`config.mk`:
```
export PLATFORM = sky130hd
export DESIGN_NAME = imm_decode_stage
export DESIGN_NICKNAME = d
export VERILOG_FILES = /design/src/rtl/core_pkg.sv /design/src/rtl/imm_format_xlen.sv /design/src/rtl/imm_decode_stage.sv
export SDC_FILE = /design/constraint.sdc
export NUM_CORES = 1
export LEC_CHECK = 0
export BUFFER_PORTS_ARGS = -buffer_cell sky130_fd_sc_hd__clkbuf_2
export CORE_MARGIN = 5
export CORE_UTILIZATION = 61
export CTS_CLUSTER_SIZE = 20
export DETAILED_ROUTE_END_ITERATION = 10
export PLACE_DENSITY = 0.87
export SLEW_MARGIN = 30
export SYNTH_ARGS = -nofsm -noshare
export SYNTH_HDL_FRONTEND = slang
export SYNTH_SLANG_ARGS = --single-unit
```
`constraint.sdc`:
```
create_clock -name clk -period 3.1 [get_ports clk]
set_clock_uncertainty 0.2 [all_clocks]
set_input_delay 0.31 -clock clk [delete_from_list [all_inputs] [get_ports clk]]
set_output_delay 0.31 -clock clk [all_outputs]
set_load 0.02 [all_outputs]
```
`src/rtl/core_pkg.sv`:
```
// Shared decode definitions: immediate-format select codes (also used by the
// control unit) and the datapath-width legality check.
package core_pkg;

  localparam logic [2:0] IMM_I   = 3'b000;
  localparam logic [2:0] IMM_S   = 3'b001;
  localparam logic [2:0] IMM_B   = 3'b010;
  localparam logic [2:0] IMM_U   = 3'b011;
  localparam logic [2:0] IMM_J   = 3'b100;
  localparam logic [2:0] IMM_Z   = 3'b101;
  localparam logic [2:0] IMM_SH  = 3'b110;
  localparam logic [2:0] IMM_ILL = 3'b111;

  // Only RV32 and RV64 datapaths are supported.
  function automatic bit xlen_legal(input int unsigned xlen);
    return (xlen == 32) || (xlen == 64);
  endfunction

endpackage

```
`src/rtl/imm_format_xlen.sv`:
```
// Combinational immediate extractor.
// Ports: inst  - 32-bit instruction word
//        src   - immediate format select (core_pkg IMM_*)
//        imm   - immediate extended to XLEN
//        err   - format select is the illegal code
module imm_format_xlen
  import core_pkg::*;
#(
  parameter int unsigned XLEN = 32
) (
  input  logic [31:0]     inst,
  input  logic [2:0]      src,
  output logic [XLEN-1:0] imm,
  output logic            err
);

  // Shift amounts are 6 bits wide on RV64, 5 bits on RV32.
  localparam int unsigned SH_W = (XLEN == 64) ? 6 : 5;

  // Opcode bits never contribute to an immediate.
  logic w_unused_opcode;
  assign w_unused_opcode = ^inst[6:0];

  // Field extraction; signed casts perform the sign extension to XLEN.
  always_comb begin
    imm = '0;
    err = 1'b0;
    case (src)
      IMM_I:   imm = XLEN'($signed(inst[31:20]));
      IMM_S:   imm = XLEN'($signed({inst[31:25], inst[11:7]}));
      IMM_B:   imm = XLEN'($signed({inst[31], inst[7], inst[30:25], inst[11:8], 1'b0}));
      IMM_U:   imm = XLEN'($signed({inst[31:12], 12'b0}));
      IMM_J:   imm = XLEN'($signed({inst[31], inst[19:12], inst[20], inst[30:21], 1'b0}));
      IMM_Z:   imm = XLEN'(inst[19:15]);
      IMM_SH:  imm = XLEN'(inst[20 +: SH_W]);
      default: begin
        imm = '0;
        err = 1'b1;
      end
    endcase
  end

endmodule

```
`src/rtl/imm_decode_stage.sv`:
```
// Registered immediate-generation stage with valid/ready handshake and an
// optional 2-entry skid buffer.
// Ports: clk, rst_n (async active-low), flush (sync)
//        in_valid/in_ready, in_inst, in_pc, in_imm_src, in_tag  - input side
//        out_valid/out_ready, out_imm, out_target, out_tag, out_err - output side
module imm_decode_stage
  import core_pkg::*;
#(
  parameter int unsigned XLEN  = 32,
  parameter int unsigned TAG_W = 8,
  parameter int unsigned SKID  = 1
) (
  input  logic             clk,
  input  logic             rst_n,
  input  logic             flush,
  input  logic             in_valid,
  output logic             in_ready,
  input  logic [31:0]      in_inst,
  input  logic [XLEN-1:0]  in_pc,
  input  logic [2:0]       in_imm_src,
  input  logic [TAG_W-1:0] in_tag,
  output logic             out_valid,
  input  logic             out_ready,
  output logic [XLEN-1:0]  out_imm,
  output logic [XLEN-1:0]  out_target,
  output logic [TAG_W-1:0] out_tag,
  output logic             out_err
);

  localparam int unsigned PAY_W = 2 * XLEN + TAG_W + 1;

  if (!xlen_legal(XLEN)) begin : g_bad_xlen
    $error("imm_decode_stage: XLEN must be 32 or 64");
  end

  logic [XLEN-1:0]  w_imm;
  logic             w_err;
  logic [XLEN-1:0]  w_target;
  logic [PAY_W-1:0] w_pay;
  logic             w_in_fire;
  logic             w_drain;

  logic             r_main_v;
  logic [PAY_W-1:0] r_main_pay;

  imm_format_xlen #(.XLEN(XLEN)) u_fmt (
    .inst (in_inst),
    .src  (in_imm_src),
    .imm  (w_imm),
    .err  (w_err)
  );

  // Illegal format yields imm=0, so the target collapses to the PC.
  assign w_target  = in_pc + w_imm;
  assign w_pay     = {w_err, in_tag, w_target, w_imm};
  assign w_in_fire = in_valid & in_ready & ~flush;
  // Main register is free to take new contents this cycle.
  assign w_drain   = ~r_main_v | out_ready;

  if (SKID != 0) begin : g_skid
    logic             r_skid_v;
    logic [PAY_W-1:0] r_skid_pay;

    assign in_ready = ~r_skid_v;

    // Skid refills main first; inputs only land in skid while main stalls.
    always_ff @(posedge clk or negedge rst_n) begin
      if (!rst_n) begin
        r_main_v   <= 1'b0;
        r_skid_v   <= 1'b0;
        r_main_pay <= '0;
        r_skid_pay <= '0;
      end else if (flush) begin
        r_main_v <= 1'b0;
        r_skid_v <= 1'b0;
      end else if (w_drain) begin
        if (r_skid_v) begin
          r_main_v   <= 1'b1;
          r_main_pay <= r_skid_pay;
          r_skid_v   <= 1'b0;
        end else begin
          r_main_v <= w_in_fire;
          if (w_in_fire) r_main_pay <= w_pay;
        end
      end else if (w_in_fire) begin
        r_skid_v   <= 1'b1;
        r_skid_pay <= w_pay;
      end
    end
  end else begin : g_noskid
    assign in_ready = w_drain;

    // Single output register.
    always_ff @(posedge clk or negedge rst_n) begin
      if (!rst_n) begin
        r_main_v   <= 1'b0;
        r_main_pay <= '0;
      end else if (flush) begin
        r_main_v <= 1'b0;
      end else if (w_drain) begin
        r_main_v <= w_in_fire;
        if (w_in_fire) r_main_pay <= w_pay;
      end
    end
  end

  assign out_valid = r_main_v;
  assign {out_err, out_tag, out_target, out_imm} = r_main_pay;

endmodule

```
==> metrics.csv <==
stage,metric,value,unit
layout,fillers,638,
outcome,status,"finished, violations left",
drt,DRT Wirelength,28.0,mm
floorplan,Die Span X,127,um
global_route,busiest grt layer,met2,
global_route,met3 Use GR,0.0618,
hold_path,Hold Path Class,in -> reg,
global_route,initial antenna violation count,0,
floorplan,Die Area,0.0160,mm2
sta,Worst-Margin Slew,0.898,ns
layout,area grow syn2layout,37.5,%
synthesis,Mapped Area,0.00829,mm2
clocking,clock buffer depth,2,
pwr,Leak,5.67,nW
sta,Max Freq,0.318,GHz
synthesis,post-synthesis register bit count,148,
synthesis,Post-synth ARST share,1.00,
clocking,Max H-tree Level,4,
synthesis,post-synthesis sequential area ratio,0.447,
floorplan,IO Pins,155,
global_route,M2 GR Usage,0.535,
clocking,CTS buffer count,17,
setup_path,WP data arrival,3.26,ns
floorplan,# rows,42,
global_route,maximum number of pins on one net before global-route repair,126,
synthesis,share of the synthesized area in the top cell type,0.447,
drt,DR vias,8689,
layout,share of post-route cells with drive strength above 1,0.352,
place,DP HPWL,17.2,mm
synthesis,synth cell count leaders,"nand2_1, dfrtp_1, o21ai_0",
global_route,GR Layer Usage met1,0.399,
sta,Final Max Slew Viols,0,
drt,drt wl/cell,19.8,um
sta,fin worst setup slack,-0.0451,ns
synthesis,Yosys top cell by area,dfrtp_1,
drt,ANT nets after route,0,
sta,Tmin final,3.15,ns
sta,Slew headroom,0.401,
clocking,Worst-path clk slew,0.06,ns
pwr,Pwr Density,629,mW/mm2
clocking,TritonCTS clock tree,built,
drt,Post-route DRC,0,
sta,final hold viol count,0,
synthesis,Post-synth EDFFs,0,
sta,RSZ-0062 raised after global routing,yes,
place,port buffer count,147,
outcome,failing checks,negative setup slack,
clocking,Skew-Pair Late Insertion Delay,0.44,ns
drt,Vias/cell,6.16,
layout,ANT cells,0,
setup_path,Crit Path Category,in -> reg,
drt,DRT iter0 DRCs,1007,
sta,Final period util,1.01,
clocking,CTS Root Cell,clkbuf_16,
floorplan,height of the die,127,um
floorplan,Core Region,0.0133,mm2
setup_path,Startpoint Class,input pin,
synthesis,top_reg_cell synth,dfrtp_1,
synthesis,post-synth net total,1063,
clocking,CTS Sinks,148,
setup_path,critical path capture point type,register,
flow_run,max_cap viols,0,
synthesis,post-synthesis cell count,951,
global_route,first-pass GRT wire length,41.5,mm
place,RePlAce Congestion,0.975,
floorplan,starting density of the core,0.623,
synthesis,syn_area_per_cell,8.71,um2
drt,drt pass-1 iters,6,
sta,worst hold slack,0.0725,ns
synthesis,Yosys cell types,61,
synthesis,most frequent cell after synthesis,nand2_1,
synthesis,synth top area cells,"dfrtp_1, o21ai_0, nand2_1, a21oi_1, ha_1",
global_route,number of global-route vias before repair,8440,
setup_path,worst path required time,3.22,ns
global_route,GRT Overall Usage,0.321,
pwr,Final Power,7.16,mW
synthesis,yosys warns,0,
sta,Final setup viols,2,
layout,# nets final,1333,
setup_path,"Max FO, Critical Path",7,
pwr,maximum vdd drop,0.000453,V
global_route,total grt overflow,0,
cell families after synthesis:
group	count (synthesis)	share of synthesized area
mux	38	0.0492
simple gates	289	0.148
xor+xnor	31	0.0328
flops	148	0.447
fa+ha+maj	32	0.0492
compound gates	316	0.222
buf+inv	97	0.0522
registers in the layout, summed over array words and instances (netlist names):
| signal | cells |
|---|---|
| g_skid.r_skid_pay | 73 |
| g_skid.r_skid_v | 1 |
| out_valid | 1 |
| r_main_pay | 73 |
final timing paths:
check	from	end	slack (ns)	cells past startpoint
max in group asynchronous	rst_n	g_skid.r_skid_pay[51]	1.77	3
hold / removal	in_valid	g_skid.r_skid_v	0.07	3
setup reg to reg	g_skid.r_skid_v	r_main_pay[72]	0.65	5
setup / recovery	in_imm_src[2]	g_skid.r_skid_pay[62]	-0.05	16
min in group asynchronous	rst_n	r_main_pay[65]	0.23	2
hold reg to reg	r_main_pay[8]	r_main_pay[8]	0.28	2
cell type report:
cell class	count	area, um2	share of cell area
multi-input combinational	707	4570	0.401
sequential	148	3710	0.325
timing repair buffer	312	2100	0.184
clock buffer	19	453	0.0398
tap	176	220	0.0193
clock inverter	13	219	0.0192
inverter	35	131	0.0115
power by group:
group	internal, mW	switching (mW)	total [mW]
Clock	1.49	0.875	2.36
Combinational	0.903	1.27	2.17
Sequential	2.38	0.258	2.63
layer usage:
layer	wire, um	vias to the layer above
met5	0	-
met4	1590	0
met3	2480	146
met2	13500	568
met1	10400	4115
li1	-	3860
worst max-delay path, cell delays in order:
cell and delay [ns]:
buf_12 0.12, nor2b_2 0.17, a21oi_1 0.06, nand2_1 0.08, o21ai_0 0.08, o22ai_1 0.20, buf_4 0.18, ha_1 0.27
a21oi_2 0.24, buf_4 0.16, nand3b_1 0.15, a211o_4 0.45, o2111ai_4 0.24, nand2_2 0.08, xor2_1 0.18, mux2_2 0.29
per-stage QoR:
step / TNS [ns] / instance area [um2] / std cells / setup slack, ns / utilization
after floorplan: -0.336 / 8430 / 951 / -0.122 / -
after global placement: -12.59 / 10100 / 1357 / -0.467 / 0.763
after detailed placement: -19.16 / 10100 / 1357 / -0.680 / 0.763
after CTS: 0 / 11100 / 1403 / 0.00280 / 0.833
after global routing: -2.84 / 11400 / 1410 / -0.204 / 0.857
final: -0.0521 / 11400 / 1410 / -0.0451 / 0.857
placed cells by master, fill, tap and decap left out, drive strengths merged, types with 16 or more instances in the layout:
| master | synthesis | layout |
|---|---|---|
| mux2i | 16 | 16 |
| xnor2 | 18 | 18 |
| o21ai | 135 | 135 |
| ha | 31 | 31 |
| buf | 14 | 156 |
| nor2 | 54 | 54 |
| dfrtp | 148 | 148 |
| inv | 35 | 39 |
| mux2 | 22 | 22 |
| nand3 | 21 | 21 |
| clkbuf | 48 | 163 |
| a21oi | 102 | 102 |
| nand2 | 168 | 168 |
repair_timing:
action / CTS / global route
cloned: 0 / 2
hold endpoints to repair: 76 / 0
endpoints found under the setup margin: 27 / 38
resized for setup: 24 / 59
pin swaps: 12 / 21
hold buffers: 12 / 0
setup buffers: 2 / 5
Power figures use the tool's default switching activity.
